$ cat src/rtl/axilite2avmm_bridge.sv
// AXI4-Lite slave to Avalon-MM master bridge with one-deep AW/W/AR capture and round-robin arbitration.
// Optional macro AXILITE2AVMM_TIMEOUT_EN adds an AVMM response timeout that returns SLVERR.
module axilite2avmm_bridge #(
    parameter int ADDR_WIDTH     = 32,
    parameter int DATA_WIDTH     = 32,
    parameter int TIMEOUT_CYCLES = 256
) (
    input  logic                    aclk,
    input  logic                    aresetn,
    input  logic                    axi_lite_awvalid_i,
    output logic                    axi_lite_awready_o,
    input  logic [ADDR_WIDTH-1:0]   axi_lite_awaddr_i,
    input  logic [2:0]              axi_lite_awprot_i,
    input  logic                    axi_lite_wvalid_i,
    output logic                    axi_lite_wready_o,
    input  logic [DATA_WIDTH-1:0]   axi_lite_wdata_i,
    input  logic [DATA_WIDTH/8-1:0] axi_lite_wstrb_i,
    output logic                    axi_lite_bvalid_o,
    input  logic                    axi_lite_bready_i,
    output logic [1:0]              axi_lite_bresp_o,
    input  logic                    axi_lite_arvalid_i,
    output logic                    axi_lite_arready_o,
    input  logic [ADDR_WIDTH-1:0]   axi_lite_araddr_i,
    input  logic [2:0]              axi_lite_arprot_i,
    output logic                    axi_lite_rvalid_o,
    input  logic                    axi_lite_rready_i,
    output logic [DATA_WIDTH-1:0]   axi_lite_rdata_o,
    output logic [1:0]              axi_lite_rresp_o,
    output logic [ADDR_WIDTH-1:0]   avmm_address_o,
    output logic [DATA_WIDTH-1:0]   avmm_writedata_o,
    output logic [DATA_WIDTH/8-1:0] avmm_byteenable_o,
    output logic                    avmm_write_o,
    output logic                    avmm_read_o,
    input  logic                    avmm_waitrequest_i,
    input  logic [DATA_WIDTH-1:0]   avmm_readdata_i,
    input  logic                    avmm_readdatavalid_i,
    output logic [2:0]              dbg_state_o
);
    localparam logic [2:0] S_IDLE    = 3'd0;
    localparam logic [2:0] S_WR_CMD  = 3'd1;
    localparam logic [2:0] S_WR_RESP = 3'd2;
    localparam logic [2:0] S_RD_CMD  = 3'd3;
    localparam logic [2:0] S_RD_WAIT = 3'd4;
    localparam logic [2:0] S_RD_RESP = 3'd5;
    localparam logic [1:0] RESP_OKAY   = 2'b00;
    localparam logic [1:0] RESP_SLVERR = 2'b10;

    logic [2:0]              r_state;
    logic                    r_aw_full, r_w_full, r_ar_full, r_prefer_rd;
    logic [ADDR_WIDTH-1:0]   r_aw_addr, r_ar_addr, r_avm_addr;
    logic [DATA_WIDTH-1:0]   r_w_data, r_avm_wdata, r_rdata;
    logic [DATA_WIDTH/8-1:0] r_w_strb, r_avm_be;
    logic [1:0]              r_bresp, r_rresp;

    logic [2:0] w_next_state;
    logic       w_wr_pend, w_rd_pend, w_grant_wr, w_grant_rd;
    logic       w_wr_accept, w_rd_accept, w_wr_tmo, w_rd_tmo;
    logic       w_unused;

    assign w_wr_pend   = r_aw_full & r_w_full;
    assign w_rd_pend   = r_ar_full;
    // Both pending: serve the side opposite to the one granted last.
    assign w_grant_wr  = (r_state == S_IDLE) && w_wr_pend && (!w_rd_pend || !r_prefer_rd);
    assign w_grant_rd  = (r_state == S_IDLE) && w_rd_pend && (!w_wr_pend || r_prefer_rd);
    assign w_wr_accept = (r_state == S_WR_CMD) && !avmm_waitrequest_i;
    assign w_rd_accept = (r_state == S_RD_CMD) && !avmm_waitrequest_i;

`ifdef AXILITE2AVMM_TIMEOUT_EN
    localparam int CNT_W = $clog2(TIMEOUT_CYCLES) + 1;
    logic [CNT_W-1:0] r_tmo_cnt;
    logic             w_timed_state, w_tmo_hit;

    assign w_timed_state = (r_state == S_WR_CMD) || (r_state == S_RD_CMD) || (r_state == S_RD_WAIT);
    assign w_tmo_hit     = w_timed_state && (r_tmo_cnt == CNT_W'(TIMEOUT_CYCLES - 1));
    assign w_wr_tmo      = w_tmo_hit && (r_state == S_WR_CMD) && avmm_waitrequest_i;
    assign w_rd_tmo      = w_tmo_hit && (((r_state == S_RD_CMD) && avmm_waitrequest_i) ||
                                         ((r_state == S_RD_WAIT) && !avmm_readdatavalid_i));

    // Restarts on every state entry so each phase gets the full budget.
    always_ff @(posedge aclk or negedge aresetn) begin
        if (!aresetn)
            r_tmo_cnt <= '0;
        else if (w_next_state != r_state)
            r_tmo_cnt <= '0;
        else if (w_timed_state && !w_tmo_hit)
            r_tmo_cnt <= r_tmo_cnt + CNT_W'(1);
    end
`else
    localparam int tmo_cycles_unused = TIMEOUT_CYCLES;
    assign w_wr_tmo = 1'b0;
    assign w_rd_tmo = 1'b0;
`endif

    always_comb begin
        w_next_state = r_state;
        case (r_state)
            S_IDLE:    if (w_grant_wr) w_next_state = S_WR_CMD;
                       else if (w_grant_rd) w_next_state = S_RD_CMD;
            S_WR_CMD:  if (w_wr_accept || w_wr_tmo) w_next_state = S_WR_RESP;
            S_WR_RESP: if (axi_lite_bready_i) w_next_state = S_IDLE;
            S_RD_CMD:  if (w_rd_accept) w_next_state = S_RD_WAIT;
                       else if (w_rd_tmo) w_next_state = S_RD_RESP;
            S_RD_WAIT: if (avmm_readdatavalid_i || w_rd_tmo) w_next_state = S_RD_RESP;
            S_RD_RESP: if (axi_lite_rready_i) w_next_state = S_IDLE;
            default:   w_next_state = S_IDLE;
        endcase
    end

    always_ff @(posedge aclk or negedge aresetn) begin
        if (!aresetn) begin
            r_state     <= S_IDLE;
            r_aw_full   <= 1'b0;
            r_w_full    <= 1'b0;
            r_ar_full   <= 1'b0;
            r_prefer_rd <= 1'b0;
            r_aw_addr   <= '0;
            r_ar_addr   <= '0;
            r_avm_addr  <= '0;
            r_w_data    <= '0;
            r_avm_wdata <= '0;
            r_rdata     <= '0;
            r_w_strb    <= '0;
            r_avm_be    <= '0;
            r_bresp     <= RESP_OKAY;
            r_rresp     <= RESP_OKAY;
        end else begin
            r_state <= w_next_state;

            if (axi_lite_awvalid_i && !r_aw_full) begin
                r_aw_full <= 1'b1;
                r_aw_addr <= axi_lite_awaddr_i;
            end else if (w_wr_accept || w_wr_tmo) begin
                r_aw_full <= 1'b0;
            end

            if (axi_lite_wvalid_i && !r_w_full) begin
                r_w_full <= 1'b1;
                r_w_data <= axi_lite_wdata_i;
                r_w_strb <= axi_lite_wstrb_i;
            end else if (w_wr_accept || w_wr_tmo) begin
                r_w_full <= 1'b0;
            end

            // A timeout in RD_WAIT must not drop an AR captured after the command went out.
            if (axi_lite_arvalid_i && !r_ar_full) begin
                r_ar_full <= 1'b1;
                r_ar_addr <= axi_lite_araddr_i;
            end else if (w_rd_accept || (w_rd_tmo && (r_state == S_RD_CMD))) begin
                r_ar_full <= 1'b0;
            end

            if (w_grant_wr) begin
                r_avm_addr  <= {r_aw_addr[ADDR_WIDTH-1:2], 2'b00};
                r_avm_wdata <= r_w_data;
                r_avm_be    <= r_w_strb;
                r_prefer_rd <= 1'b1;
            end else if (w_grant_rd) begin
                r_avm_addr  <= {r_ar_addr[ADDR_WIDTH-1:2], 2'b00};
                r_avm_be    <= '1;
                r_prefer_rd <= 1'b0;
            end

            if (w_wr_accept)
                r_bresp <= RESP_OKAY;
            else if (w_wr_tmo)
                r_bresp <= RESP_SLVERR;

            if ((r_state == S_RD_WAIT) && avmm_readdatavalid_i) begin
                r_rdata <= avmm_readdata_i;
                r_rresp <= RESP_OKAY;
            end else if (w_rd_tmo) begin
                r_rdata <= DATA_WIDTH'(32'hDEAD_BEEF);
                r_rresp <= RESP_SLVERR;
            end
        end
    end

    // AXI handshakes complete on any edge where valid and ready are both high; B/R hold until ready.
    assign axi_lite_awready_o = !r_aw_full;
    assign axi_lite_wready_o  = !r_w_full;
    assign axi_lite_arready_o = !r_ar_full;
    assign axi_lite_bvalid_o  = (r_state == S_WR_RESP);
    assign axi_lite_bresp_o   = r_bresp;
    assign axi_lite_rvalid_o  = (r_state == S_RD_RESP);
    assign axi_lite_rdata_o   = r_rdata;
    assign axi_lite_rresp_o   = r_rresp;
    assign avmm_write_o       = (r_state == S_WR_CMD);
    assign avmm_read_o        = (r_state == S_RD_CMD);
    assign avmm_address_o     = r_avm_addr;
    assign avmm_writedata_o   = r_avm_wdata;
    assign avmm_byteenable_o  = r_avm_be;
    assign dbg_state_o        = r_state;

    assign w_unused = ^{axi_lite_awprot_i, axi_lite_arprot_i, r_aw_addr[1:0], r_ar_addr[1:0]};
endmodule

$ cat config.mk
export PLATFORM = sky130hd
export DESIGN_NAME = axilite2avmm_bridge
export DESIGN_NICKNAME = d
export VERILOG_FILES = /design/src/rtl/axilite2avmm_bridge.sv
export SDC_FILE = /design/constraint.sdc
export NUM_CORES = 1
export LEC_CHECK = 0
export ABC_AREA = 1
export ABC_CLOCK_PERIOD_IN_PS = 1300
export BUFFER_PORTS_ARGS = -buffer_cell sky130_fd_sc_hd__buf_2
export CAP_MARGIN = 20
export CORE_MARGIN = 2
export CORE_UTILIZATION = 46
export DETAILED_ROUTE_END_ITERATION = 6
export HOLD_SLACK_MARGIN = 0.02
export PLACE_DENSITY = 0.76
export SLEW_MARGIN = 20
export SYNTH_ARGS = -nofsm -noshare
export SYNTH_HDL_FRONTEND = slang
export SYNTH_SLANG_ARGS = --single-unit
$ cat constraint.sdc
create_clock -name aclk -period 1.3 [get_ports aclk]
set_input_delay 0.13 -clock aclk [delete_from_list [all_inputs] [get_ports aclk]]
set_output_delay 0.13 -clock aclk [all_outputs]
set_load 0.02 [all_outputs]
# Yosys cells after proc, flatten, opt, wreduce, memory -nomap -nowiden
# Cells that the tools add are included.
totals:
  reg_bits: 207
  rom_bits: 0
  ramBits: 0
  elab_cells: 68
  memories: 0
  latch_bits: 0
op_classes:
  n_bitwise: 1
  n_lt_le_gt_ge: 0
  mul: 0
  n_reduce_logical: 24
  mux: 19
  addsub: 0
  shifts: 0
  div: 0
  eq_ne: 11
op_table:
  columns: ["operator", "n"]
  rows:
  - ["32-bit 2-to-1 mux", 2]
  - ["3-bit 2-to-1 mux", 7]
  - ["3-bit one-hot mux with 6 select lines", 1]
  - ["1-bit logical AND", 10]
  - ["4-bit 2-to-1 mux", 2]
  - ["2-bit by 1-bit != test with 1-bit output, second input constant", 4]
  - ["2-bit nonzero test", 4]
  - ["1-bit 2-to-1 mux", 7]
  - ["3-bit by 2-bit equality test with 1-bit output, second input constant", 2]
  - ["3-bit equality test, second input constant", 2]
  - ["1-bit logical NOT", 6]
  - ["6-bit AND reduction", 1]
  - ["3-bit by 1-bit equality test with 1-bit output, second input constant", 1]
  - ["3-bit logical NOT", 1]
  - ["3-bit != test, second input constant", 1]
  - ["1-bit logical OR", 2]
  - ["2-bit != test, second input constant", 1]
  - ["1-bit bitwise AND", 1]

# Depth between registers and ports, before layout
depth:
  depth_word: 7
  ltp_mapped: 8

# Least setup slack after synthesis
# OpenSTA, ideal clock, no wires.
synth_path:
  path_type: "register to register"
  start: "register r_state[0] (netlist: dbg_state_o[0])"
  end: "register r_avm_wdata[24] (netlist: avmm_writedata_o[24])"
  slack_ns: -0.106
  stages_incl_launch_ff: 9
  arrival_time_ns: 1.285
  setup_time_ns: 0.121
  cell_sequence: "dfrtp_1 nor2_4 nand2_4 inv_4 nand2_4 buf_6 buf_6 nand2_1 o21ai_1"
synth_via:
  elab_chain_cells: 3
synth_lines:
  columns: ["element", "line", "text"]
  rows:
  - ["from (decl)", "48", "logic [2:0] r_state;"]
  - ["from (signal assigned)", "127", "r_state <= w_next_state;"]
  - ["3-bit logical NOT", "63", "assign w_grant_wr = (r_state == S_IDLE) && w_wr_pend && (!w_rd_pend || !r_prefer_rd);"]
  - ["1-bit logical AND (2 in a row)", "63", null]
  - ["to (signal assigned)", "154", "r_avm_wdata <= r_w_data;"]
  - ["to (decl)", "51", "logic [DATA_WIDTH-1:0] r_w_data, r_avm_wdata, r_rdata;"]
# No other way between the ends.
# A chain may end at the register's enable or synchronous reset.

# Worst setup path in the final report
layout_path:
  start: "register r_state[0] (netlist: dbg_state_o[0])"
  end: "register r_rdata[31] (netlist: axi_lite_rdata_o[31])"
layout_via:
  elab_chain_cells: 2
layout_lines:
  columns: ["element", "line", "text"]
  rows:
  - ["3-bit equality test", "168", "if ((r_state == S_RD_WAIT) && avmm_readdatavalid_i) begin"]
  - ["1-bit logical AND", "168", null]
  - ["to (signal assigned)", "169", "r_rdata <= avmm_readdata_i;"]
  - ["to (signal assigned)", "172", "r_rdata <= DATA_WIDTH'(32'hDEAD_BEEF);"]
  - ["to (decl)", "51", null]
# No other way between the ends.

==> results.sh <==
export IMPL_status="finished with violations"
export IMPL_violations="setup timing"
export IMPL_die_area_mm2=0.0187
export IMPL_dp_hpwl_um=13300
export IMPL_cp_top_family="buffers and inverters"
export IMPL_yosys_area_top_type_share_pct=62.1
export IMPL_worst_ir_drop_vdd_mv=1.47
export IMPL_antenna_found_initial=2
export IMPL_final_nets=1473
export IMPL_synthesis_area_mm2=0.00811
export IMPL_grt_max_degree=65
export IMPL_path_class="reg2reg"
export IMPL_finalSetupTns_ns=-18.41
export IMPL_crit_chain="buf_6 -> nor2_4 -> buf_4 -> nand3_4 -> buf_12 -> nand2_1 -> o21ai_0"
export IMPL_place_ws_ns=-0.0498
export IMPL_maxCapViolations=0
export IMPL_crit_arrival_ns=1.89
export IMPL_syn_avg_cell_area_um2=8.89
export IMPL_ys_top_cells_by_area="dfrtp_1 62%, nand2_1 9.5%, inv_1 6.4%"
export IMPL_synth_cell_types=22
export IMPL_via_count=7776
export IMPL_hold_violations=0
export IMPL_cts_path_max_buffers=3
export IMPL_swShare_pct=40.7
export IMPL_row_count=48
export IMPL_start_kind="flip-flop"
export IMPL_r2r_start="dbg_state_o[0]$_DFFE_PN0P_"
export IMPL_crit_buf_inv=3
export IMPL_skew_ns=0.0142
export IMPL_synth_simple_area_share_pct=17.4
export IMPL_wire_per_inst_um=16.4
export IMPL_worstSetupStartpoint="dbg_state_o[0]$_DFFE_PN0P_"
export IMPL_p_comb_share_pct=47.0
export IMPL_synth_seq_area_share_pct=62.1
export IMPL_hold_depth=5
export IMPL_yosys_warnings=0
export IMPL_fmaxAchievable_mhz=651
export IMPL_netSwitchingPower_mw=12.8
export IMPL_cpPeakStageDelay_ns=0.44
export IMPL_drt_first_pass_iters=7
export IMPL_hold_start="axi_lite_rready_i"
export IMPL_intPower_mw=18.6
export IMPL_slowest_stage="dfrtp_2"
export IMPL_htreeDepth=1
export IMPL_core_mm2=0.0172
export IMPL_worst_path_stages=7
export IMPL_dieHeight_um=137
export IMPL_viasPerCell=4.97
export IMPL_power_density_mw_per_mm2=2500
export IMPL_post_route_cell_area_mm2=0.0126
export IMPL_io_pin_count=261
export IMPL_tritoncts="done"
export IMPL_critPathRequiredTime_ns=1.66
export IMPL_rsz0062_at_grt="true"
export IMPL_track_usage_pct=25.3
export IMPL_syn_inst=912
export IMPL_period_needed_ns=1.54
export IMPL_setup_viol=110
export IMPL_area_growth_pct=55.3
export IMPL_holdPathEnd="dbg_state_o[1]$_DFFE_PN0P_"
export IMPL_drv_slew=0
export IMPL_start_util_pct=47.0
export IMPL_grt_overflow=0
export IMPL_ant_nets=0
export IMPL_die_width_um=137
export IMPL_clkSlewWorstSetupHoldPaths_ns=0.06
export IMPL_place_area_mm2=0.00986
export IMPL_setup_slack_ns=-0.235
export IMPL_period_share_pct=118
export IMPL_drc_errors=0
export IMPL_io_buffers=244
export IMPL_cts_root_buffer="clkbuf_16"
export IMPL_p_seq_share_pct=34.5
export IMPL_power_frac_clock_pct=18.6
export IMPL_cp_end_kind="flip-flop"
export IMPL_drt_initial_drc_count=505
export IMPL_clock_latency_ns=0.50
export IMPL_grt_pass1_wl_um=37300
export IMPL_ff2ff_path_depth=7
export IMPL_synth_compound_area_share_pct=10.2
export IMPL_gp_congestion=0.821
export IMPL_synthXorXnorAreaFrac_pct=0
export IMPL_fillers=1111
export IMPL_p_leak_nw=6.73
export IMPL_yosys_area_top_type="dfrtp_1"
export IMPL_hp_class="in2reg"
export IMPL_numClockSinks=201
export IMPL_grt_pass1_vias=7787
export IMPL_layout_drive_gt1_share_pct=30.7
export IMPL_synthAdderAreaFrac_pct=0
export IMPL_worstPathMaxFanout=16
export IMPL_wirelength_um=25700
export IMPL_synth_top_family_by_area="simple AND/OR/NAND/NOR gates"
export IMPL_reg2reg_to="axi_lite_rdata_o[31]$_DFFE_PN0P_"
export IMPL_synth_mux_area_share_pct=0.556
export IMPL_cts_buffers=22
export IMPL_rrSetupSlack_ns=-0.24
export IMPL_yosys_register_bits=201
[layout make-up]
class                      instances  area, um2  area share [%]
clock inverter                     3       21.3           0.169
timing repair buffer             435       3500            27.8
inverter                         141        552            4.38
antenna                            2       5.00          0.0398
sequential                       201       5030            40.0
clock buffer                      32        639            5.08
multi-input combinational        525       2560            20.3
tap                              225        282            2.24
[power groups by stage]
stage                     Clock [mW]  Combinational, mW  Sequential (mW)
after detailed placement           0               12.0             10.7
after floorplan                    0               5.72             12.5
after CTS                       5.90               13.1             10.6
after global placement             0               11.6             10.6
after global routing            6.16               16.1             11.1
final                           5.83               14.8             10.8
[cells in the mapped netlist]
| master | number |
|---|---|
| a21oi_1 | 92 |
| nand3_2 | 1 |
| nor2_4 | 1 |
| clkbuf_1 | 22 |
| nand2_4 | 3 |
| o21ai_1 | 9 |
| inv_1 | 138 |
| buf_6 | 2 |
| o21ai_2 | 3 |
| o21ai_0 | 55 |
| inv_4 | 1 |
| clkbuf_2 | 1 |
| nor2_1 | 103 |
| nand2_1 | 205 |
| buf_2 | 16 |
| o22ai_1 | 3 |
| buf_4 | 9 |
| nand3_1 | 40 |
| conb_1 | 1 |
| inv_2 | 2 |
| dfrtp_1 | 201 |
| mux2_2 | 4 |
[state kept, by name, summed over array words and instances (netlist names)]
| register | count |
|---|---|
| axi_lite_rdata_o | 32 |
| r_w_full | 1 |
| r_aw_full | 1 |
| avmm_address_o | 30 |
| r_w_strb | 4 |
| r_ar_full | 1 |
| avmm_byteenable_o | 4 |
| avmm_writedata_o | 32 |
| r_w_data | 32 |
| r_prefer_rd | 1 |
| r_ar_addr | 30 |
| dbg_state_o | 3 |
| r_aw_addr | 30 |
[cell usage in the layout, fill, tap and decap left out]
cell | netlist | routed
inv_6 | 0 | 2
nand2_4 | 3 | 5
clkinv_8 | 0 | 1
bufbuf_16 | 0 | 1
buf_6 | 2 | 21
o22ai_2 | 0 | 2
nand2_1 | 205 | 182
dfrtp_1 | 201 | 198
inv_4 | 1 | 2
inv_1 | 138 | 131
inv_2 | 2 | 6
buf_12 | 0 | 20
nand3_1 | 40 | 33
o21ai_1 | 9 | 36
dfrtp_2 | 0 | 3
clkbuf_1 | 22 | 6
buf_4 | 9 | 21
nand3_4 | 0 | 5
clkinv_2 | 0 | 1
nor2_4 | 1 | 3
nand2_2 | 0 | 19
conb_1 | 1 | 6
nor2_1 | 103 | 97
clkbuf_8 | 0 | 4
dlygate4sd3_1 | 0 | 130
o21ai_2 | 3 | 16
buf_2 | 16 | 233
nor2_2 | 0 | 4
buf_8 | 0 | 1
a21oi_1 | 92 | 92
o22ai_1 | 3 | 1
clkinvlp_4 | 0 | 1
o21ai_0 | 55 | 15
nand2_8 | 0 | 2
diode_2 | 0 | 2
mux2_2 | 4 | 4
nand3_2 | 1 | 3
clkbuf_16 | 0 | 30
[cell families after synthesis]
kind of cell | count (synthesis)
and+or+nand+nor | 353
buffers and inverters | 191
other | 1
muxes | 4
DFF | 201
AOI/OAI and AO/OA | 162
[worst reg2reg max path, stage by stage, from the launching register on]
cell,delay [ns]
dfrtp_2,0.44
buf_6,0.14
nor2_4,0.14
buf_4,0.17
nand3_4,0.14
buf_12,0.19
nand2_1,0.07
o21ai_0,0.10
[what timing repair did]
item | in CTS | in global routing
buffers inserted | 10 | 9
resized for setup | 56 | 95
hold buffers | 130 | 0
endpoints found under the hold margin | 332 | 0
pin swaps | 1 | 4
gates cloned | 1 | 9
setup endpoints to repair | 72 | 135
[how the worst max path moves through the flow]
| stage | to | slack (ns) |
|---|---|---|
| floorplan | avmm_writedata_o[24]$_DFFE_PN0N_ | -0.06 |
| global placement | avmm_address_o[23]$_DFFE_PN0P_ | -0.02 |
| detailed placement | avmm_address_o[6]$_DFFE_PN0P_ | -0.05 |
| CTS | axi_lite_rvalid_o | -0.21 |
| global route | avmm_address_o[26]$_DFFE_PN0P_ | -0.28 |
| finish | axi_lite_rdata_o[31]$_DFFE_PN0P_ | -0.24 |
[per-layer routing]
metal | vias up | global-route usage, % | share of wire, % | wire (um)
li1 | 3628 | - | - | -
met1 | 3737 | 29.7 | 38 | 9790
met2 | 342 | 44.3 | 51 | 13100
met3 | 69 | 6.15 | 7.8 | 2000
met4 | 0 | 10.6 | 3.1 | 804
met5 | - | 0 | 0 | 0
[stage by stage]
step	cells	util, %	hold slack [ns]	power, mW
after floorplan	917	-	-0.166	18.2
after CTS	1544	70.1	0.0500	29.7
after detailed placement	1370	57.2	0.101	22.7
after global placement	1370	57.2	0.0959	22.2
after global routing	1564	73.0	0.106	33.3
final	1564	73.0	0.0734	31.4
Power figures use the tool's default switching activity.
